$ cat src/rtl/gcd_pkg.sv
// Shared definitions for the GCD register block: bus address map,
// status-word bit positions and the launch FSM state encoding.
// Latency: n/a (definitions only). Backpressure: n/a.
package gcd_pkg;

  // CPU bus address map (16-bit byte addresses)
  localparam logic [15:0] ADDR_CTRL = 16'h00F8;
  localparam logic [15:0] ADDR_A1   = 16'h0100;
  localparam logic [15:0] ADDR_A2   = 16'h0108;
  localparam logic [15:0] ADDR_W    = 16'h0110;
  localparam logic [15:0] ADDR_S    = 16'h0118;

  // Status word bit positions
  localparam int S_DONE = 0;  // operation completed (sticky, read-to-clear)
  localparam int S_ERR  = 1;  // start refused, zero operand (sticky)
  localparam int S_OVR  = 2;  // write/start while busy (sticky)
  localparam int S_BUSY = 3;  // live: core operation in flight

  // CTRL register: only bit 0 has meaning
  localparam int CTRL_START = 0;

  typedef enum logic [1:0] {
    ST_IDLE   = 2'd0,
    ST_LAUNCH = 2'd1,
    ST_WAIT   = 2'd2
  } gcd_state_t;

  // Assemble the 32-bit status word from the sticky flags and the live busy bit.
  function automatic logic [31:0] status_word(input logic [2:0] sticky,
                                              input logic       busy);
    logic [31:0] s;
    s            = 32'd0;
    s[S_DONE]    = sticky[S_DONE];
    s[S_ERR]     = sticky[S_ERR];
    s[S_OVR]     = sticky[S_OVR];
    s[S_BUSY]    = busy;
    return s;
  endfunction

endpackage

$ cat src/rtl/gcd_bus_regs_if.sv
// CPU register-bus bundle: address, level read/write strobes, write and read data.
// Latency: n/a (wiring only). Backpressure: none, strobes are edge-qualified by the slave.
// Ports: saddress[15:0], srd, swr, sdata_in[31:0] from master; sdata_out[31:0] from slave.
interface gcd_bus_regs_if;
  logic [15:0] saddress;
  logic        srd;
  logic        swr;
  logic [31:0] sdata_in;
  logic [31:0] sdata_out;

  modport master (
    output saddress, srd, swr, sdata_in,
    input  sdata_out
  );

  modport slave (
    input  saddress, srd, swr, sdata_in,
    output sdata_out
  );
endinterface

$ cat src/rtl/gcd_bus_regs_edge_rise.sv
// Registered 1-bit rising-edge detector: rise is high in the cycle where d is 1 and was 0 one clk earlier.
// Latency: combinational from d, history register updates on every clk. Backpressure: none.
// Ports: clk, reset (async, active-high), d (level in), rise (one-cycle pulse out).
module edge_rise (
  input  logic clk,
  input  logic reset,
  input  logic d,
  output logic rise
);

  logic d_q;

  always_ff @(posedge clk or posedge reset) begin
    if (reset) begin
      d_q <= 1'b0;
    end else begin
      d_q <= d;
    end
  end

  assign rise = d & ~d_q;

endmodule

$ cat src/rtl/gcd_bus_regs.sv
// CPU-bus register front end for an external GCD core: operand regs, start FSM, result/status, GPIO capture.
// Latency: writes/reads act on the clk where a strobe rises; read data is registered (valid 1 clk after the srd edge).
// Backpressure: none; writes or starts while the core is busy are dropped and flagged in the overrun status bit.
// Ports: clk, reset; bus (slave modport of gcd_bus_regs_if); gpio_in/gpio_latch -> gpio_in_s_insp;
//        gpio_out = completed-operation count; core_a1/core_a2/core_start to core; core_done/core_result from core.
module gcd_bus_regs
  import gcd_pkg::*;
(
  input  logic        clk,
  input  logic        reset,
  gcd_bus_regs_if.slave bus,
  input  logic [31:0] gpio_in,
  input  logic        gpio_latch,
  output logic [31:0] gpio_in_s_insp,
  output logic [31:0] gpio_out,
  output logic [31:0] core_a1,
  output logic [31:0] core_a2,
  output logic        core_start,
  input  logic        core_done,
  input  logic [31:0] core_result
);

  // ---------------------------------------------------------------
  // Strobe edge detection
  // ---------------------------------------------------------------
  logic wr_edge;
  logic rd_edge_raw;
  logic latch_edge;

  edge_rise u_swr_edge (
    .clk   (clk),
    .reset (reset),
    .d     (bus.swr),
    .rise  (wr_edge)
  );

  edge_rise u_srd_edge (
    .clk   (clk),
    .reset (reset),
    .d     (bus.srd),
    .rise  (rd_edge_raw)
  );

  edge_rise u_latch_edge (
    .clk   (clk),
    .reset (reset),
    .d     (gpio_latch),
    .rise  (latch_edge)
  );

  // A read edge landing together with a write edge is dropped: the cycle
  // is treated as a pure write, so no read side effects (status clear).
  logic rd_edge;
  assign rd_edge = rd_edge_raw & ~wr_edge;

  // ---------------------------------------------------------------
  // Address decode
  // ---------------------------------------------------------------
  logic wr_a1;
  logic wr_a2;
  logic start_req;
  logic rd_s;

  assign wr_a1     = wr_edge && (bus.saddress == ADDR_A1);
  assign wr_a2     = wr_edge && (bus.saddress == ADDR_A2);
  assign start_req = wr_edge && (bus.saddress == ADDR_CTRL) && bus.sdata_in[CTRL_START];
  assign rd_s      = rd_edge && (bus.saddress == ADDR_S);

  // ---------------------------------------------------------------
  // State
  // ---------------------------------------------------------------
  gcd_state_t  state_q;
  gcd_state_t  state_d;
  logic [31:0] a1_q;
  logic [31:0] a2_q;
  logic [31:0] w_q;
  logic [2:0]  sticky_q;
  logic [2:0]  sticky_d;
  logic [31:0] gpio_cnt_q;
  logic [31:0] gpio_cnt_d;
  logic [31:0] rdata_q;
  logic [31:0] insp_q;

  logic idle;
  logic operands_ok;
  assign idle        = (state_q == ST_IDLE);
  assign operands_ok = (a1_q != 32'd0) && (a2_q != 32'd0);

  // FSM events, decoded alongside next-state
  logic launch_c;
  logic done_evt;
  logic err_evt;
  logic ovr_evt;

  always_comb begin
    state_d  = state_q;
    launch_c = 1'b0;
    done_evt = 1'b0;
    err_evt  = 1'b0;
    ovr_evt  = 1'b0;

    case (state_q)
      ST_IDLE: begin
        if (start_req) begin
          if (operands_ok) begin
            state_d = ST_LAUNCH;
          end else begin
            err_evt = 1'b1;
          end
        end
      end
      ST_LAUNCH: begin
        launch_c = 1'b1;
        state_d  = ST_WAIT;
        ovr_evt  = start_req | wr_a1 | wr_a2;
      end
      ST_WAIT: begin
        ovr_evt = start_req | wr_a1 | wr_a2;
        if (core_done) begin
          done_evt = 1'b1;
          state_d  = ST_IDLE;
        end
      end
      default: begin
        state_d = ST_IDLE;
      end
    endcase
  end

  always_ff @(posedge clk or posedge reset) begin
    if (reset) begin
      state_q <= ST_IDLE;
    end else begin
      state_q <= state_d;
    end
  end

  // ---------------------------------------------------------------
  // Operand registers: writable only while idle
  // ---------------------------------------------------------------
  always_ff @(posedge clk or posedge reset) begin
    if (reset) begin
      a1_q <= 32'd0;
      a2_q <= 32'd0;
    end else begin
      if (idle && wr_a1) a1_q <= bus.sdata_in;
      if (idle && wr_a2) a2_q <= bus.sdata_in;
    end
  end

  // ---------------------------------------------------------------
  // Result register and completed-operation counter
  // ---------------------------------------------------------------
  always_ff @(posedge clk or posedge reset) begin
    if (reset) begin
      w_q <= 32'd0;
    end else if (done_evt) begin
      w_q <= core_result;
    end else if (err_evt) begin
      w_q <= 32'd0;
    end
  end

  // Counter register is rewritten every cycle from its own value so that
  // it always tracks exactly what is presented on gpio_out.
  assign gpio_cnt_d = gpio_cnt_q + {31'd0, done_evt};

  always_ff @(posedge clk or posedge reset) begin
    if (reset) begin
      gpio_cnt_q <= 32'd0;
    end else begin
      gpio_cnt_q <= gpio_cnt_d;
    end
  end

  // ---------------------------------------------------------------
  // Sticky status: read-to-clear, with a same-cycle set winning
  // ---------------------------------------------------------------
  logic [2:0] sticky_set;
  logic [2:0] sticky_clr;

  always_comb begin
    sticky_set         = 3'b000;
    sticky_set[S_DONE] = done_evt;
    sticky_set[S_ERR]  = err_evt;
    sticky_set[S_OVR]  = ovr_evt;
    sticky_clr         = rd_s ? 3'b111 : 3'b000;
    sticky_d           = (sticky_q & ~sticky_clr) | sticky_set;
  end

  always_ff @(posedge clk or posedge reset) begin
    if (reset) begin
      sticky_q <= 3'b000;
    end else begin
      sticky_q <= sticky_d;
    end
  end

  // ---------------------------------------------------------------
  // Read path: value captured on the srd edge, held while srd stays
  // high, zeroed once srd is low.
  // ---------------------------------------------------------------
  logic [31:0] rd_val;

  always_comb begin
    rd_val = 32'd0;
    case (bus.saddress)
      ADDR_A1: rd_val = a1_q;
      ADDR_A2: rd_val = a2_q;
      ADDR_W:  rd_val = w_q;
      ADDR_S:  rd_val = status_word(sticky_q, !idle);
      default: rd_val = 32'd0;
    endcase
  end

  always_ff @(posedge clk or posedge reset) begin
    if (reset) begin
      rdata_q <= 32'd0;
    end else if (rd_edge) begin
      rdata_q <= rd_val;
    end else if (!bus.srd) begin
      rdata_q <= 32'd0;
    end
  end

  // ---------------------------------------------------------------
  // GPIO input snapshot
  // ---------------------------------------------------------------
  always_ff @(posedge clk or posedge reset) begin
    if (reset) begin
      insp_q <= 32'd0;
    end else if (latch_edge) begin
      insp_q <= gpio_in;
    end
  end

  // ---------------------------------------------------------------
  // Outputs
  // ---------------------------------------------------------------
  assign bus.sdata_out   = rdata_q;
  assign gpio_in_s_insp  = insp_q;
  assign gpio_out        = gpio_cnt_q;
  assign core_a1         = a1_q;
  assign core_a2         = a2_q;
  assign core_start      = launch_c;

endmodule
$ cat src/flat_wrapper.sv
// flat-port wrapper written by rule: the top's interface ports become plain ports
module gcd_bus_regs_flat import gcd_pkg::*;
  (clk, reset, gpio_in, gpio_latch, gpio_in_s_insp, gpio_out, core_a1, core_a2, core_start, core_done, core_result, bus_saddress, bus_srd, bus_swr, bus_sdata_in, bus_sdata_out);
  gcd_bus_regs_if bus_i ();
  input  logic clk;
  input  logic reset;
  input  logic [31:0] gpio_in;
  input  logic gpio_latch;
  output logic [31:0] gpio_in_s_insp;
  output logic [31:0] gpio_out;
  output logic [31:0] core_a1;
  output logic [31:0] core_a2;
  output logic core_start;
  input  logic core_done;
  input  logic [31:0] core_result;
  input wire logic [$bits(bus_i.saddress)-1:0] bus_saddress;
  input wire logic [$bits(bus_i.srd)-1:0] bus_srd;
  input wire logic [$bits(bus_i.swr)-1:0] bus_swr;
  input wire logic [$bits(bus_i.sdata_in)-1:0] bus_sdata_in;
  output wire logic [$bits(bus_i.sdata_out)-1:0] bus_sdata_out;
  assign bus_i.saddress = bus_saddress;
  assign bus_i.srd = bus_srd;
  assign bus_i.swr = bus_swr;
  assign bus_i.sdata_in = bus_sdata_in;
  assign bus_sdata_out = bus_i.sdata_out;
  gcd_bus_regs u_core (.clk(clk), .reset(reset), .bus(bus_i), .gpio_in(gpio_in), .gpio_latch(gpio_latch), .gpio_in_s_insp(gpio_in_s_insp), .gpio_out(gpio_out), .core_a1(core_a1), .core_a2(core_a2), .core_start(core_start), .core_done(core_done), .core_result(core_result));
endmodule
$ cat config.mk
export PLATFORM = sky130hd
export DESIGN_NAME = gcd_bus_regs_flat
export DESIGN_NICKNAME = d
export VERILOG_FILES = /design/src/rtl/gcd_pkg.sv /design/src/rtl/gcd_bus_regs_if.sv /design/src/rtl/gcd_bus_regs_edge_rise.sv /design/src/rtl/gcd_bus_regs.sv /design/src/flat_wrapper.sv
export SDC_FILE = /design/constraint.sdc
export NUM_CORES = 1
export LEC_CHECK = 0
export CORE_ASPECT_RATIO = 0.5
export CORE_UTILIZATION = 42
export DETAILED_ROUTE_END_ITERATION = 8
export GPL_ROUTABILITY_DRIVEN = 0
export MAX_ROUTING_LAYER = met4
export PLACE_DENSITY = 0.82
export SYNTH_ARGS = -nofsm -noshare
export SYNTH_HDL_FRONTEND = slang
export SYNTH_HIERARCHICAL = 1
export SYNTH_SLANG_ARGS = --single-unit
export TNS_END_PERCENT = 1
$ cat constraint.sdc
create_clock -name clk -period 6.1 [get_ports clk]
set_input_delay 0.61 -clock clk [delete_from_list [all_inputs] [get_ports clk]]
set_output_delay 0.61 -clock clk [all_outputs]
set_load 0.01 [all_outputs]
### After elaboration in Yosys (flattened, before gate mapping)

Index checks and enable logic that the tools add are counted.

| storage, ports and cells | value |
|---|---|
| bits in registers | 200 |
| output and inout bits | 161 |
| word-level logic and storage cells | 68 |

| operators by class | value |
|---|---|
| add/subtract/negate cells | 1 |
| eq/ne operators | 11 |
| muxes and demuxes | 17 |
| bitwise gates (word level) | 13 |
| reductions and logical operators | 15 |

Operator list:

| kind | number |
|---|---|
| 2-to-1 mux 32 bit | 4 |
| case mux 32 bit (4 select lines) | 1 |
| == test 16 x 9 -> 1 bit, second input constant | 4 |
| nonzero test 32 bit | 2 |
| adder 32 x 1 -> 32 bit | 1 |
| == test 16 x 8 -> 1 bit, second input constant | 1 |
| logical AND 1 bit | 8 |
| 2-to-1 mux 1 bit | 7 |
| 2-to-1 mux 2 bit | 3 |
| case mux 2 bit (3 select lines) | 1 |
| AND 1 bit | 4 |
| != test 2 x 1 -> 1 bit, second input constant | 2 |
| != test 2 bit, second input constant | 2 |
| inverter 1 bit | 4 |
| AND 3 bit | 1 |
| 2-to-1 mux 3 bit | 1 |
| inverter 3 bit | 1 |
| bitwise OR 3 bit | 1 |
| AND reduction 3 bit | 1 |
| == test 2 x 1 -> 1 bit, second input constant | 1 |
| == test 2 bit, second input constant | 1 |
| zero test 2 bit | 1 |
| bitwise OR 1 bit | 2 |
| nonzero test 2 bit | 1 |
| other kinds (2) | 2 |

### Logic depth before layout (Yosys ltp)

| depth | value |
|---|---|
| depth in word-level cells | 9 |
| gate-level depth with buffers | 11 |
| gate-level depth less buffers | 9 |

### By module

The synthesis kept the hierarchy.

By module, submodules not included:

| module | instances | cells each | area each (sq um) | seq. area each (sq um) |
|---|---|---|---|---|
| gcd_bus_regs | 1 | 634 | 8344.3 | 4929.7 |
| edge_rise | 3 | 3 | 42.5 | 25.0 |

### Worst setup path before layout

Ideal clock, no wire load.

| path | value |
|---|---|
| path type | input port to flip-flop |
| start point | in core_done |
| end point | reg u_core.gpio_cnt_q[16], in the netlist u_core/gpio_out[16] |
| library setup time | 0.126 ns |
| data arrival time | 2.334 ns |
| data required time | 5.974 ns |
| slack | 3.640 ns |
| stages on the path | 9 |
| buffers on the path | 2 |
| cell sequence | and2_1 clkbuf_1 clkbuf_1 ha_1 ha_1 nand2_1 nor2_1 nand4_1 xnor2_1 |

| between the ends | value |
|---|---|
| cells in the longest elaborated chain, start to end | 3 |

Ends and longest elaborated chain:

| what | line | RTL |
|---|---|---|
| start, declared | flat_wrapper.sv:14 | `input logic core_done;` |
| 2-to-1 mux 1 bit | gcd_bus_regs.sv:119 | `if (core_done) begin` |
| 2-to-1 mux 1 bit | gcd_bus_regs.sv:102 | `case (state_q)` |
| adder 32 x 1 -> 32 bit | gcd_bus_regs.sv:166 | `assign gpio_cnt_d = gpio_cnt_q + {31'd0, done_evt};` |
| net u_core.gpio_cnt_d[16] | gcd_bus_regs.sv:80 | `logic [31:0] gpio_cnt_d;` |
| end signal, assigned | gcd_bus_regs.sv:172 | `gpio_cnt_q <= gpio_cnt_d;` |
| end, declared | gcd_bus_regs.sv:79 | `logic [31:0] gpio_cnt_q;` |

The timed path passes the listed nets, and every way through them passes these cells.
A chain may end at the register's enable or synchronous reset.

### Final worst setup path

| path | value |
|---|---|
| start point | reg u_core.state_q[0] |
| end point | reg u_core.gpio_cnt_q[18], in the netlist u_core/gpio_out[18] |

| between the ends | value |
|---|---|
| cells in the longest elaborated chain, start to end | 3 |

Ends and longest elaborated chain:

| what | line | RTL |
|---|---|---|
| start, declared | gcd_bus_regs.sv:72 | `gcd_state_t state_q;` |
| start signal, assigned | gcd_bus_regs.sv:134 | `state_q <= state_d;` |
| == test 2 bit | gcd_bus_regs.sv:102 |  |
| 2-to-1 mux 1 bit | gcd_bus_regs.sv:102 |  |
| adder 32 x 1 -> 32 bit | gcd_bus_regs.sv:166 |  |
| net u_core.gpio_cnt_d[18] | gcd_bus_regs.sv:80 |  |

The timed path passes the listed nets, and every way through them passes these cells.

==> tab_implementation.tex <==
\begin{tabular}{lr}
\hline
Metric & Value \\
\hline
\multicolumn{2}{l}{\textbf{Status}} \\
\quad Status & finished clean \\
\multicolumn{2}{l}{\textbf{Power and ir drop}} \\
\quad Maximum ir drop on the vdd rail & 0.195 mV \\
\quad Leak pwr & about 0.0053 uW \\
\quad Power per unit of standard cell area & 267 mW/mm\^{}2 \\
\multicolumn{2}{l}{\textbf{Floorplanning}} \\
\quad Starting density of the core & 0.432 \\
\quad Floorplan die area & roughly 0.021 mm\^{}2 \\
\quad Die Y-Extent & around 100 um \\
\quad Number of placed I/O pins & between 200 and 300 \\
\quad Cell row count & 36 \\
\quad Core footprint & around 0.02 mm\^{}2 \\
\quad Chip Width & around 200 um \\
\multicolumn{2}{l}{\textbf{Route}} \\
\quad Via density & roughly 5.3 \\
\quad Detail-routed net length per standard cell & slightly below 20 um \\
\quad Pre-antenna DRT Iters & 4 \\
\quad Antenna viol nets, final & 0 \\
\quad Via Count & between 6k and 7k \\
\quad Aggregate routed wire length & 23.7 mm \\
\quad Iteration-0 DRC count of the detailed router & 318 \\
\quad DR DRC count & 0 \\
\multicolumn{2}{l}{\textbf{Setup path}} \\
\quad Type of element capturing the critical path & flop \\
\quad Required arrival time at the worst endpoint & $\sim$6400 ps \\
\quad Kind of critical path & flop to flop \\
\quad Maximum net fanout on the critical path & 35 \\
\quad Sort of element at the start of the critical path & flop \\
\quad Arrival time worst endpoint & between 3000 and 4000 ps \\
\multicolumn{2}{l}{\textbf{Layout}} \\
\quad Layout-stage area growth over the synthesis result & 42.3\% \\
\quad Number of nets at the end of the flow & around 1.0k \\
\quad Non-Filler Cell Area, Final & around 0.012 mm\^{}2 \\
\quad Layout fillers & between 1.5k and 2k \\
\quad Diode count & 0 \\
\quad Count of placed standard cells in the final layout, fillers left out & about 1.2k \\
\quad Share of layout cells above drive strength 1 & 0.134 \\
\multicolumn{2}{l}{\textbf{Yosys}} \\
\quad Biggest area contributors in the synthesized netlist & sky130\_fd\_sc\_hd\_\_dfrtp\_1 59\%, sky130\_fd\_sc\_hd\_\_mux2\_2 8.9\%, sky130\_fd\_sc\_hd\_\_mux2\_1 3.9\%, sky130\_fd\_sc\_hd\_\_a22o\_1 3.7\%, sky130\_fd\_sc\_hd\_\_mux2i\_1 3.3\% \\
\quad Post-synth design cell area & about 0.0085 mm\^{}2 \\
\quad Synthesized netlist net count & approximately 770 \\
\quad Average cell area after synthesis & between 10 and 15 um\^{}2 \\
\quad Most instantiated flip-flop cell in the synthesis netlist & sky130\_fd\_sc\_hd\_\_dfrtp\_1 \\
\quad Portion of synthesized cell area occupied by the leading cell type & 0.591 \\
\quad Number of synthesized flops with an enable pin & 0 \\
\quad Proportion of synthesized flip-flops having asynchronous set or reset & 1.00 \\
\quad Cell type with the largest total area after synthesis & sky130\_fd\_sc\_hd\_\_dfrtp\_1 \\
\quad Synthesized instance count & 643 \\
\quad Number of warnings issued by yosys & 6 \\
\quad Number of distinct library cells after synthesis & 46 \\
\quad Seq cells post-synth & 200 \\
\quad Portion of the post-synthesis area used by sequential elements & 0.591 \\
\multicolumn{2}{l}{\textbf{GRT}} \\
\quad Initial antenna violation count & 0 \\
\quad Remaining Overflow, GRT & 0 \\
\quad Vias in the first global route & between 6k and 7k \\
\quad Total routing usage reported by global routing & 0.236 \\
\quad First-pass GRT wire length & roughly 36 mm \\
\quad Largest net degree at the start of global routing & 153 \\
\multicolumn{2}{l}{\textbf{CTS}} \\
\quad Clock latency on the worst-skew pair & 430 ps \\
\quad Clock buffer count from CTS & 17 \\
\quad Post-CTS Setup Repair Bufs & 0 \\
\quad Cell at the root of the clock tree & sky130\_fd\_sc\_hd\_\_clkbuf\_16 \\
\quad TritonCTS Sinks & 200 \\
\quad TritonCTS clock tree & done \\
\quad Resized Gates After CTS & 0 \\
\quad Max H-tree Level & 4 \\
\quad Cts-stage hold buffer count & 0 \\
\quad Clock slew at reported path FFs & around 80 ps \\
\quad Maximum number of buffers from clock root to sink & 2 \\
\multicolumn{2}{l}{\textbf{STA}} \\
\quad Setup violations, final & 0 \\
\quad Post-route fraction of the period consumed by the critical path & 0.469 \\
\quad Crit path time final & between 2000 and 3000 ps \\
\quad Final Hold Violating Endpoints & 0 \\
\quad Unrepaired setup endpoints after global routing & no \\
\quad Slew @ Worst Pin & 1060 ps \\
\quad Setup TNS & 0 ps \\
\quad Slew headroom & 0.296 \\
\quad Worst clock skew on the final layout & about 11 ps \\
\quad Highest Clock Rate & between 0.3 and 0.4 GHz \\
\quad Minimum hold slack & $\sim$480 ps \\
\quad Number of max-slew violations in the final report & 0 \\
\multicolumn{2}{l}{\textbf{Placed design}} \\
\quad Total placed cells including tap cells & roughly 1.2k \\
\quad Input/output buffers & between 200 and 300 \\
\quad Placement Cell Area & between 0.01 and 0.015 mm\^{}2 \\
\quad Half-perimeter wire length of the detailed placement result & roughly 17 mm \\
\multicolumn{2}{l}{\textbf{Hold path}} \\
\quad Path type of the worst min-delay path & flop to flop \\
\multicolumn{2}{l}{\textbf{Run}} \\
\quad Max Cap Viol & 0 \\
\hline
\end{tabular}
## final timing paths
kind | start | end | slack [ps] | cells past startpoint
hold / removal | u_core/w_q[12] | u_core/bus.sdata_out[12] | 480 | 2
setup / recovery | u_core/state_q[0] | u_core/gpio_out[18] | 3240 | 9
max in group asynchronous | reset | u_core/bus.sdata_out[0] | 3890 | 3
hold reg to reg | u_core/w_q[12] | u_core/bus.sdata_out[12] | 480 | 2
setup reg to reg | u_core/state_q[0] | u_core/gpio_out[18] | 3240 | 9
min in group asynchronous | reset | u_core/u_swr_edge/d_q | 520 | 2
## state kept, by name, summed over array words and instances (netlist names)
| name | flops |
|---|---|
| u_core/bus.sdata_out | 32 |
| u_core/core_a1 | 32 |
| u_core/core_a2 | 32 |
| u_core/gpio_in_s_insp | 32 |
| u_core/gpio_out | 32 |
| u_core/state_q | 2 |
| u_core/sticky_q | 3 |
| u_core/u_latch_edge/d_q | 1 |
| u_core/u_srd_edge/d_q | 1 |
| u_core/u_swr_edge/d_q | 1 |
| u_core/w_q | 32 |
## worst max-delay path: stages (launching register included)
cell and delay (ps):
sky130_fd_sc_hd__dfrtp_1 400, sky130_fd_sc_hd__inv_1 90, sky130_fd_sc_hd__ha_1 170, sky130_fd_sc_hd__and2_2 680, sky130_fd_sc_hd__ha_1 360, sky130_fd_sc_hd__ha_1 240, sky130_fd_sc_hd__nand2_1 100, sky130_fd_sc_hd__nor2_1 340
sky130_fd_sc_hd__nand3_1 160, sky130_fd_sc_hd__xnor2_1 220
## layout make-up
cell class	count	area (um^2)	share of cell area
sequential	200	5000	0.415
inverter	11	48.8	0.00405
multi-input combinational	401	3290	0.273
timing repair buffer	284	2820	0.234
clock buffer	18	429	0.0356
tap	266	333	0.0276
clock inverter	14	124	0.0103
## synthesized netlist by cell type, types with 2 or more instances
cell type / count
sky130_fd_sc_hd__a22o_1: 36
sky130_fd_sc_hd__a32o_1: 2
sky130_fd_sc_hd__and2_1: 3
sky130_fd_sc_hd__and3_1: 7
sky130_fd_sc_hd__and4_1: 4
sky130_fd_sc_hd__buf_1: 7
sky130_fd_sc_hd__buf_2: 2
sky130_fd_sc_hd__buf_4: 8
sky130_fd_sc_hd__clkbuf_1: 14
sky130_fd_sc_hd__dfrtp_1: 200
sky130_fd_sc_hd__ha_1: 5
sky130_fd_sc_hd__inv_1: 10
sky130_fd_sc_hd__mux2_1: 29
sky130_fd_sc_hd__mux2_2: 67
sky130_fd_sc_hd__mux2i_1: 28
sky130_fd_sc_hd__mux4_2: 4
sky130_fd_sc_hd__nand2_1: 72
sky130_fd_sc_hd__nand3_1: 17
sky130_fd_sc_hd__nand4_1: 11
sky130_fd_sc_hd__nor2_1: 15
sky130_fd_sc_hd__nor2b_4: 3
sky130_fd_sc_hd__nor3_1: 2
sky130_fd_sc_hd__nor3_4: 2
sky130_fd_sc_hd__nor4_1: 17
sky130_fd_sc_hd__nor4_2: 2
sky130_fd_sc_hd__o211ai_1: 28
sky130_fd_sc_hd__xnor2_1: 19
sky130_fd_sc_hd__xor2_1: 11
## kinds of logic after synthesis
family / after synthesis / synth area share
fa+ha+maj: 5 / 0.00738
simple gates: 166 / 0.108
mux: 128 / 0.171
xor+xnor: 30 / 0.0310
compound gates: 72 / 0.0694
flops: 200 / 0.591
buf+inv: 42 / 0.0224
## placed cells by master (no fill, tap or decap), drive strengths merged, types with 2 or more instances in the layout
cell / Yosys / layout
dfrtp: 200 / 200
a22o: 36 / 36
xnor2: 19 / 19
o211ai: 28 / 28
buf: 17 / 7
ha: 5 / 5
nor3: 4 / 4
a32o: 2 / 2
mux2i: 28 / 28
inv: 10 / 13
nor4: 20 / 20
and3: 7 / 7
and2: 3 / 3
nor2: 16 / 16
nand4: 12 / 12
nand2: 73 / 73
xor2: 11 / 11
clkbuf: 14 / 18
clkdlybuf4s50: 0 / 277
mux2: 96 / 96
mux4: 4 / 4
nand3: 17 / 17
and4: 4 / 4
clkinv: 1 / 7
clkinvlp: 0 / 4
nor2b: 4 / 4
## per-stage QoR
step / setup slack [ps] / total power [uW] / util
3_3_place_gp: 2890 / 2140 / 0.587
4_1_cts: 3270 / 3240 / 0.615
6_report: 3240 / 3220 / 0.615
3_5_place_dp: 2830 / 2160 / 0.587
5_1_grt: 2990 / 3360 / 0.615
2_1_floorplan: 121 / 1880 / -
## per-layer routing
| layer | GRT usage | share of wire |
|---|---|---|
| met1 | 0.294 | 0.43 |
| met2 | 0.385 | 0.49 |
| met3 | 0.0440 | 0.046 |
| met4 | 0.0966 | 0.030 |
| met5 | - | 0 |
## report_power, final
part / internal (uW) / switching, uW
registers: 1490 / 112
logic: 306 / 231
clock network: 565 / 513
No activity file was read; power rests on OpenSTA's default activity.
